**src/rtl/ball_motion.sv**
```systemverilog
// Ball position/direction engine for the VGA game: per-tick stepping, wall and
// collision bounces, and the IDLE -> WAIT -> MOVE -> MISS serve/miss cycle.
module ball_motion #(
    parameter int COORD_W     = 10,
    parameter int X_MIN       = 0,
    parameter int X_MAX       = 639,
    parameter int Y_MIN       = 0,
    parameter int Y_MAX       = 479,
    parameter int BALL_SIZE   = 8,
    parameter int X_INIT      = 316,
    parameter int Y_INIT      = 236,
    parameter int SPEED_W     = 3,
    parameter int SERVE_DELAY = 60
) (
    input  logic               iVGA_CLK,
    input  logic               iRST,
    input  logic               iTick,
    input  logic [3:0]         iCrash,
    input  logic [SPEED_W-1:0] iSpeed,
    input  logic               iServe,
    output logic [COORD_W-1:0] oBall_x,
    output logic [COORD_W-1:0] oBall_y,
    output logic               oDir_x,
    output logic               oDir_y,
    output logic [1:0]         oState,
    output logic               oMiss,
    output logic               oBounce
);

    localparam int AW    = COORD_W + 1;
    localparam int CNT_W = $clog2(SERVE_DELAY + 1);

    // One spare bit on every compare so x+step / y+step never wrap.
    localparam logic [AW-1:0]      XR_A    = AW'(X_MAX - BALL_SIZE + 1);
    localparam logic [AW-1:0]      YB_A    = AW'(Y_MAX - BALL_SIZE + 1);
    localparam logic [AW-1:0]      XMIN_A  = AW'(X_MIN);
    localparam logic [AW-1:0]      YMIN_A  = AW'(Y_MIN);
    localparam logic [COORD_W-1:0] XR_C    = COORD_W'(X_MAX - BALL_SIZE + 1);
    localparam logic [COORD_W-1:0] YB_C    = COORD_W'(Y_MAX - BALL_SIZE + 1);
    localparam logic [COORD_W-1:0] XMIN_C  = COORD_W'(X_MIN);
    localparam logic [COORD_W-1:0] YMIN_C  = COORD_W'(Y_MIN);
    localparam logic [COORD_W-1:0] XINIT_C = COORD_W'(X_INIT);
    localparam logic [COORD_W-1:0] YINIT_C = COORD_W'(Y_INIT);
    localparam logic [CNT_W-1:0]   CNT_END = CNT_W'(SERVE_DELAY - 1);

    typedef enum logic [1:0] {
        IDLE = 2'd0,
        WAIT = 2'd1,
        MOVE = 2'd2,
        MISS = 2'd3
    } state_t;

    state_t             state, state_n;
    logic [COORD_W-1:0] x, x_n, y, y_n;
    logic               dir_x, dir_x_n, dir_y, dir_y_n;
    logic [SPEED_W-1:0] step, step_n;
    logic [CNT_W-1:0]   cnt, cnt_n;
    logic               miss, miss_n, bounce, bounce_n;

    logic               eff_x, eff_y;
    logic [AW-1:0]      x_a, y_a, step_a, x_sum, y_sum, x_dif, y_dif;

    always_comb begin
        state_n  = state;
        x_n      = x;
        y_n      = y;
        dir_x_n  = dir_x;
        dir_y_n  = dir_y;
        step_n   = step;
        cnt_n    = cnt;
        miss_n   = 1'b0;
        bounce_n = 1'b0;
        eff_x    = dir_x;
        eff_y    = dir_y;
        x_a      = {1'b0, x};
        y_a      = {1'b0, y};
        step_a   = AW'(step);
        x_sum    = x_a + step_a;
        y_sum    = y_a + step_a;
        x_dif    = x_a - step_a;
        y_dif    = y_a - step_a;

        case (state)
            IDLE: begin
                x_n = XINIT_C;
                y_n = YINIT_C;
                if (iServe) begin
                    step_n  = (iSpeed == '0) ? SPEED_W'(1) : iSpeed;
                    dir_x_n = 1'b0;
                    dir_y_n = 1'b1;
                    cnt_n   = '0;
                    state_n = WAIT;
                end
            end
            WAIT: begin
                if (iTick) begin
                    if (cnt == CNT_END) begin
                        cnt_n   = '0;
                        state_n = MOVE;
                    end else begin
                        cnt_n = cnt + CNT_W'(1);
                    end
                end
            end
            MOVE: begin
                // Crash flags only count when they oppose the current travel.
                if (!dir_x && iCrash[2])     eff_x = 1'b1;
                else if (dir_x && iCrash[3]) eff_x = 1'b0;
                if (!dir_y && iCrash[0])     eff_y = 1'b1;
                else if (dir_y && iCrash[1]) eff_y = 1'b0;
                dir_x_n = eff_x;
                dir_y_n = eff_y;

                if (iTick) begin
                    if (!eff_x) begin
                        if (x_sum >= XR_A) begin
                            x_n     = XR_C;
                            dir_x_n = 1'b1;
                        end else begin
                            x_n = x_sum[COORD_W-1:0];
                        end
                    end else begin
                        if (x_a < XMIN_A + step_a) begin
                            x_n     = XMIN_C;
                            dir_x_n = 1'b0;
                        end else begin
                            x_n = x_dif[COORD_W-1:0];
                        end
                    end

                    if (eff_y) begin
                        if (y_a < YMIN_A + step_a) begin
                            y_n     = YMIN_C;
                            dir_y_n = 1'b0;
                        end else begin
                            y_n = y_dif[COORD_W-1:0];
                        end
                    end else begin
                        // Falling past the bottom is a loss, not a bounce.
                        if (y_sum > YB_A) begin
                            y_n     = YB_C;
                            state_n = MISS;
                            miss_n  = 1'b1;
                        end else begin
                            y_n = y_sum[COORD_W-1:0];
                        end
                    end
                end
                bounce_n = (dir_x_n != dir_x) || (dir_y_n != dir_y);
            end
            MISS: begin
                state_n = IDLE;
                x_n     = XINIT_C;
                y_n     = YINIT_C;
                dir_x_n = 1'b0;
                dir_y_n = 1'b1;
            end
            default: state_n = IDLE;
        endcase
    end

    always_ff @(posedge iVGA_CLK) begin
        if (iRST) begin
            state  <= IDLE;
            x      <= XINIT_C;
            y      <= YINIT_C;
            dir_x  <= 1'b0;
            dir_y  <= 1'b1;
            step   <= SPEED_W'(1);
            cnt    <= '0;
            miss   <= 1'b0;
            bounce <= 1'b0;
        end else begin
            state  <= state_n;
            x      <= x_n;
            y      <= y_n;
            dir_x  <= dir_x_n;
            dir_y  <= dir_y_n;
            step   <= step_n;
            cnt    <= cnt_n;
            miss   <= miss_n;
            bounce <= bounce_n;
        end
    end

    assign oBall_x = x;
    assign oBall_y = y;
    assign oDir_x  = dir_x;
    assign oDir_y  = dir_y;
    assign oState  = state;
    assign oMiss   = miss;
    assign oBounce = bounce;

endmodule

```
**config.mk**
```make
export PLATFORM = sky130hd
export DESIGN_NAME = ball_motion
export DESIGN_NICKNAME = d
export VERILOG_FILES = /design/src/rtl/ball_motion.sv
export SDC_FILE = /design/constraint.sdc
export NUM_CORES = 1
export LEC_CHECK = 0
export ABC_AREA = 1
export ABC_CLOCK_PERIOD_IN_PS = 2800
export CORE_MARGIN = 5
export CORE_UTILIZATION = 30
export CTS_CLUSTER_DIAMETER = 120
export DETAILED_ROUTE_END_ITERATION = 10
export MAX_ROUTING_LAYER = met4
export PLACE_DENSITY_LB_ADDON = 0.3
export SYNTH_ARGS = -nofsm -noshare
export SYNTH_HDL_FRONTEND = slang
export SYNTH_SLANG_ARGS = --single-unit
```
**constraint.sdc**
```tcl
create_clock -name iVGA_CLK -period 2.8 [get_ports iVGA_CLK]
set_input_delay 0.56 -clock iVGA_CLK [delete_from_list [all_inputs] [get_ports iVGA_CLK]]
set_output_delay 0.56 -clock iVGA_CLK [all_outputs]
set_load 0.1 [all_outputs]
```
==> results.py, run 1 <==
metrics = {
    "timing": {
        "fin_setup_tns_ns": 0,
        "maxSlewViolCount": 0,
        "max_freq_ghz": 0.396,
        "fin_crit_sh_pct": 90.2,
        "slew_headroom_pct": 69.5,
        "min_period_ns": 2.53,
        "finClkSkew_ns": 0.00839,
        "setup-violations-final": 0,
        "rsz0062_at_grt": "no",
        "tightest_slew_ns": 0.457,
        "hold_viol_final": 0,
    },
    "setup_path": {
        "r2r_start": "step[0]$_SDFFE_PP1P_",
        "reg2reg_to": "oBall_y[7]$_SDFFE_PP1P_",
        "critPathLaunchType": "flip-flop",
        "rrSetupSlack_ns": 0.27,
        "cp-end-kind": "flip-flop",
        "worstSetupPathType": "reg2reg",
        "required_ns": 2.97,
        "cp_data_arrival_time_ns": 2.69,
        "worstPathMaxFanout": 6,
        "worstRegToRegCells": 17,
    },
    "cells_and_area": {
        "layout-drive-gt1-share_pct": 16.3,
        "layout.nets": 515,
        "diodes": 0,
        "fillers": 1051,
        "fin_cells": 618,
        "syn2layout_area_growth_pct": 17.4,
    },
    "logic_synthesis": {
        "ys_seq_elements": 35,
        "synthAdderAreaFrac_pct": 9.53,
        "synth_compound_area_share_pct": 14.8,
        "synthCells": 450,
        "synth_xor_area_share_pct": 4.76,
        "synth_fp_nets": 481,
        "synth_area_um2": 2940,
        "ys_warn_count": 0,
        "syn-mean-instance-area_um2": 6.54,
        "ys_types": 44,
        "synthMuxAreaShare_pct": 0,
        "synth_top_family_by_area": "simple AND/OR/NAND/NOR gates",
        "yosysSeqAreaShare_pct": 23.8,
        "synthSimpleGateAreaFrac_pct": 37.7,
    },
    "min_path": {
        "hold_path_end": "oBall_y[0]$_SDFFE_PP0P_",
        "min_path_type": "reg2reg",
        "holdPathStages": 2,
        "hp-start": "oBall_y[0]$_SDFFE_PP0P_",
    },
    "clock_network": {
        "cts.reportedPaths.clkPinSlew_ns": 0.08,
        "numCtsBuffers": 5,
        "post_cts_resized": 0,
        "root_buffer": "clkbuf_8",
        "post-cts-setup-buffer-count": 0,
        "cts.sinks": 35,
        "clock_latency_ns": 0.30,
        "cts_hold_buf": 0,
        "cts_tree": "done",
        "cts_htree_levels": 2,
        "clockBufferDepth": 2,
    },
    "global_route": {
        "grt_pass1_vias": 2849,
        "gr-usage-met1_pct": 19.9,
        "grt.overflow.total": 0,
        "met3_usage_pct": 2.90,
        "grt_usage_pct": 15.2,
        "grt_pass1_wl_mm": 14.1,
        "grt_max_degree": 20,
        "antenna_found_initial": 0,
        "grt_busiest_layer": "met2",
        "grt.met2_usage_pct": 24.3,
    },
    "route": {
        "vias": 2997,
        "drtIter0Drc": 250,
        "wl_per_cell_um": 13.4,
        "firstDrtPassIters": 5,
        "avgViaCountPerCell": 4.85,
        "antenna_left": 0,
        "wl_mm": 8.29,
        "drc": 0,
    },
    "floorplan": {
        "dieArea_um2": 11900,
        "core.rowCount": 36,
        "die_h_um": 109,
        "core-area_um2": 9680,
        "start_util_pct": 30.4,
        "die_w_um": 109,
        "io_pins": 37,
    },
    "pwr": {
        "p_leak_nw": 1.61,
        "powerDensity_nw_per_um2": 1140,
        "finalPower_mw": 3.94,
        "vdd_drop_max_mv": 0.666,
    },
    "placed_design": {
        "port_buffers": 36,
        "dp.cells": 610,
        "place_hpwl_mm": 6.41,
        "routabilityCongestion": 0.890,
    },
    "outcome": {
        "status": "complete, no violations",
    },
    "run": {
        "drv_cap": 0,
    },
}
==> cell families (layout without fill, tap and decap cells) <==
logic type                 Yosys count  in the layout
AOI/OAI and AO/OA                   73             73
xor gates and xnor gates            16             16
adders and majority gates           20             20
buffers and inverters               69            104
DFF                                 35             35
and+or+nand+nor                    237            237
==> per-stage QoR <==
stage / setup WS, ns / cell area [µm²] / util (%) / hold WS (ns)
3_5_place_dp: 0.317 / 3370 / 34.8 / 0.482
4_1_cts: 0.266 / 3450 / 35.7 / 0.495
6_report: 0.274 / 3450 / 35.7 / 0.495
2_1_floorplan: 0.218 / 2940 / - / 0.463
3_3_place_gp: 0.282 / 3370 / 34.8 / 0.476
5_1_grt: 0.0235 / 3450 / 35.7 / 0.525
==> synthesized netlist by cell type <==
master	number	share of area (%)
nand2_2	10	2.1
clkinv_1	1	0.13
o211ai_1	3	0.77
nor2_1	39	5.0
nand3_2	3	1.0
clkbuf_1	4	0.51
nand4_1	10	2.1
buf_4	3	0.77
o41ai_1	1	0.30
nor3_1	5	0.85
o311ai_0	1	0.30
fa_1	4	2.7
clkbuf_2	1	0.17
a21oi_2	2	0.60
o31ai_1	1	0.26
nand3b_1	3	0.77
dfxtp_1	35	24
nor2_4	2	0.77
nor4_2	1	0.43
nand3_1	35	6.0
o21bai_1	1	0.26
nor3b_1	1	0.26
nand2_1	116	15
o21ai_1	2	0.34
o21ai_2	2	0.60
a21oi_4	1	0.55
o21ai_0	20	3.4
inv_2	7	0.89
o21ai_4	1	0.55
ha_1	16	6.8
or2_2	2	0.43
nand2_4	5	1.9
xnor2_1	2	0.60
buf_2	4	0.68
nor3_2	2	0.68
o22ai_1	3	0.64
nor2_2	2	0.43
nor4_1	1	0.21
a31oi_1	1	0.21
inv_1	49	6.3
a32oi_1	1	0.30
o21a_1	1	0.26
xor2_1	14	4.2
a21oi_1	32	5.4
==> routing by layer <==
| layer | wire, µm | up-vias |
|---|---|---|
| li1 | - | 1530 |
| met1 | 3810 | 1369 |
| met2 | 3890 | 90 |
| met3 | 497 | 8 |
| met4 | 91 | 0 |
| met5 | 0 | - |
==> layout by cell type, fill, tap and decap left out, types with 3 or more instances in the layout <==
cell type        count
nand2_1            116
inv_1               49
nor2_1              39
nand3_1             35
dfxtp_1             33
a21oi_1             32
buf_4               29
o21ai_0             20
ha_1                16
xor2_1              14
nand2_2             10
nand4_1             10
clkdlybuf4s50_1     10
inv_2                7
nand2_4              5
nor3_1               5
clkbuf_8             5
fa_1                 4
nand3_2              3
o211ai_1             3
nand3b_1             3
o22ai_1              3
==> critical path, cell delays in order (launching register included) <==
cell and delay (ns):
dfxtp_1 0.45, ha_1 0.26, inv_1 0.07, fa_1 0.41, inv_1 0.09, nand2_1 0.08, a21oi_2 0.19, nand2_1 0.07
nand2_1 0.11, nor2_1 0.06, nand2_1 0.07, nand2_2 0.07, nand2_4 0.07, nand2_4 0.06, nand2_4 0.11, nand2_1 0.06
o21ai_1 0.09, nand2_1 0.07
==> sequential cells by signal, summed over array words and instances (netlist names) <==
signal and cells:
oDir_y 1, oMiss 1, oState 2, step 3, oBounce 1, cnt 6
oBall_y 10, oBall_x 10, oDir_x 1
==> power breakdown <==
group	switching, mW	internal, mW	leakage, nW	total (mW)
clock network	0.212	0.173	0.0402	0.385
logic	1.95	0.768	1.28	2.71
registers	0.216	0.627	0.287	0.843
==> layout make-up <==
class                   count  area, µm²  area share [%]
multi-input cells         346       1960            56.9
flip-flops and latches     35        703            20.4
repair buffers             39        318            9.20
inverters                  57        214            6.19
well taps                 133        166            4.82
clock buffers               5       68.8            1.99
clock inverters             3       20.0           0.580
==> how the worst max path moves through the flow <==
| stage | slack [ns] | depth (start not counted) | to | start |
|---|---|---|---|---|
| 2_1_floorplan | 0.22 | 14 | oBounce$_SDFF_PP0_ | oBall_x[2]$_SDFFE_PP1P_ |
| 3_3_place_gp | 0.28 | 15 | oBall_y[7]$_SDFFE_PP1P_ | step[0]$_SDFFE_PP1P_ |
| 3_5_place_dp | 0.32 | 15 | oBall_y[7]$_SDFFE_PP1P_ | step[0]$_SDFFE_PP1P_ |
| 4_1_cts | 0.27 | 17 | oBall_y[7]$_SDFFE_PP1P_ | step[0]$_SDFFE_PP1P_ |
| 5_1_grt | 0.02 | 13 | oBounce$_SDFF_PP0_ | step[0]$_SDFFE_PP1P_ |
| 6_report | 0.27 | 17 | oBall_y[7]$_SDFFE_PP1P_ | step[0]$_SDFFE_PP1P_ |
Note: power is estimated with default switching activity, not from simulation.
==> run 2: changes to the inputs <==
ABC_CLOCK_PERIOD_IN_PS = 2400   (was 2800)
clock period = 2.4 ns   (was 2.8 ns; I/O delays follow)
==> run 2 against run 1 <==
Clock power rose by 22%; sequential power rose by 16%; flip-flop and latch count did not move; die area did not move; first-iteration DRC count fell by 34%; total power rose by 18%; clock skew rose by 0.00058 ns; non-clock buffer count rose by 5; final cell count rose by 0.81%; critical path depth fell by 1; via count fell by 0.57%; hold slack got worse by 0.0026 ns; critical endpoint is now oBall_y[8]$_SDFFE_PP0P_; highest routed layer unchanged.
==> results.py, run 2 (synthesis gave the netlist of run 1 again) <==
metrics = {
    "floorplan": {
        "start_util_pct": 30.4,
        "dieArea_um2": 11900,
        "core-area_um2": 9680,
        "die_w_um": 109,
        "die_h_um": 109,
        "io_pins": 37,
        "core.rowCount": 36,
    },
    "timing": {
        "fin_crit_sh_pct": 93.4,
        "maxSlewViolCount": 0,
        "fin_setup_tns_ns": 0,
        "slew_headroom_pct": 68.7,
        "layout_setup_ws_ns": 0.158,
        "hold_ws_ns": 0.492,
        "setup-violations-final": 0,
        "tightest_slew_ns": 0.465,
        "hold_viol_final": 0,
        "max_freq_ghz": 0.446,
        "finClkSkew_ns": 0.00898,
        "min_period_ns": 2.24,
    },
    "clock_network": {
        "post-cts-setup-buffer-count": 0,
        "cts_htree_levels": 2,
        "cts_hold_buf": 0,
        "cts_tree": "done",
        "cts.sinks": 35,
        "root_buffer": "clkbuf_8",
        "cts.reportedPaths.clkPinSlew_ns": 0.07,
        "numCtsBuffers": 5,
        "clockBufferDepth": 2,
        "clock_latency_ns": 0.30,
    },
    "route": {
        "avgViaCountPerCell": 4.78,
        "firstDrtPassIters": 5,
        "drc": 0,
        "antenna_left": 0,
        "wl_mm": 8.19,
        "vias": 2980,
        "drtIter0Drc": 165,
        "wl_per_cell_um": 13.1,
    },
    "cells_and_area": {
        "layout-drive-gt1-share_pct": 19.2,
        "fin_cells": 623,
        "syn2layout_area_growth_pct": 20.1,
        "layout.nets": 520,
        "mostFrequentLayoutCells": "nand2_1, inv_1, nor2_1",
        "mostFrequentLayoutCell": "nand2_1",
        "diodes": 0,
    },
    "global_route": {
        "grt_usage_pct": 14.7,
        "grt_max_degree": 20,
        "antenna_found_initial": 0,
        "grt_pass1_vias": 2746,
        "grt_pass1_wl_mm": 13.5,
        "grt.overflow.total": 0,
    },
    "placed_design": {
        "port_buffers": 36,
        "dp.cells": 615,
        "place_hpwl_mm": 6.44,
        "routabilityCongestion": 0.919,
        "post-place-ws_ns": -0.00246,
    },
    "min_path": {
        "min_path_type": "reg2reg",
    },
    "setup_path": {
        "critPathLaunchType": "flip-flop",
        "cp_data_arrival_time_ns": 2.43,
        "r2r_start": "oBall_y[0]$_SDFFE_PP0P_",
        "worstPathMaxFanout": 6,
        "cp_cell_sequence": "inv_1 > ha_1 > inv_1 > fa_1 > nand2_1 > nand2_1 > nor2_2 > nand3_2 > nand2_4 > a21oi_1 > o21ai_0 > nand2_1 > inv_1 > nand2_2 > nand2_1 > a21oi_2",
        "cp-startpoint": "oBall_y[0]$_SDFFE_PP0P_",
        "slowest_stage": "fa_1",
        "worstSetupPathType": "reg2reg",
        "cp-end-kind": "flip-flop",
        "critical_path.max_stage_delay_ns": 0.40,
        "path_buf_inv": 3,
        "cp_top_family": "simple AND/OR/NAND/NOR gates",
        "reg2reg_to": "oBall_y[8]$_SDFFE_PP0P_",
        "worst_path_most_repeated_cell": "nand2_1",
        "required_ns": 2.58,
        "worstRegToRegCells": 16,
        "path_depth": 16,
        "rrSetupSlack_ns": 0.16,
        "crit_end": "oBall_y[8]$_SDFFE_PP0P_",
    },
    "run": {
        "drv_cap": 0,
    },
    "outcome": {
        "status": "complete, no violations",
    },
    "pwr": {
        "p_leak_nw": 1.64,
        "vdd_drop_max_mv": 1.12,
        "finalPower_mw": 4.67,
        "powerDensity_nw_per_um2": 1320,
    },
}
## run 2: worst reg2reg max path, cell delays in order (launching register included)
cell and delay [ns]:
dfxtp_4 0.36, inv_1 0.05, ha_1 0.14, inv_1 0.07, fa_1 0.40, nand2_1 0.10, nand2_1 0.13, nor2_2 0.16
nand3_2 0.14, nand2_4 0.13, a21oi_1 0.04, o21ai_0 0.09, nand2_1 0.09, inv_1 0.07, nand2_2 0.04, nand2_1 0.07
a21oi_2 0.05
## run 2: final cells by class
cell class	instances	area, µm²
sequential	35	719
multi-input combinational	346	1980
clock inverter	1	8.76
tap	133	166
inverter	57	214
clock buffer	7	86.3
timing repair buffer	44	355
fill	1045	6150
## run 2: routing by layer
layer,GRT usage [%],up-vias,wire (µm)
li1,-,1547,-
met4,3.79,0,84
met1,19.3,1349,3940
met5,-,-,0
met3,2.31,6,358
met2,23.7,78,3810
## run 2: worst min-delay path by stage
stage,from,endpoint,slack (ns),cells after the start
floorplan,cnt[1]$_SDFFE_PP0P_,cnt[1]$_SDFFE_PP0P_,0.46,2
global placement,cnt[1]$_SDFFE_PP0P_,cnt[1]$_SDFFE_PP0P_,0.47,2
detailed placement,cnt[1]$_SDFFE_PP0P_,cnt[1]$_SDFFE_PP0P_,0.48,2
CTS,cnt[1]$_SDFFE_PP0P_,cnt[1]$_SDFFE_PP0P_,0.50,2
global route,cnt[1]$_SDFFE_PP0P_,cnt[1]$_SDFFE_PP0P_,0.51,2
finish,oBall_x[0]$_SDFFE_PP0P_,oBall_x[0]$_SDFFE_PP0P_,0.49,2
## run 2: repair_timing
item | CTS | global route
resized for setup | 1 | 7
endpoints found under the setup margin | 1 | 12
pin swaps | 0 | 2
## run 2: power breakdown
part           internal [mW]  switching, mW  leakage (nW)  total (mW)
clock network          0.235          0.234        0.0484       0.469
logic                  0.930           2.30          1.30        3.22
registers              0.748          0.227         0.288       0.974
## run 2: per-stage QoR
stage          util, %  instance area (µm²)
3_3_place_gp      35.3                 3420
6_report          36.5                 3530
2_1_floorplan        -                 2960
3_5_place_dp      35.3                 3420
5_1_grt           36.5                 3530
4_1_cts           36.3                 3510
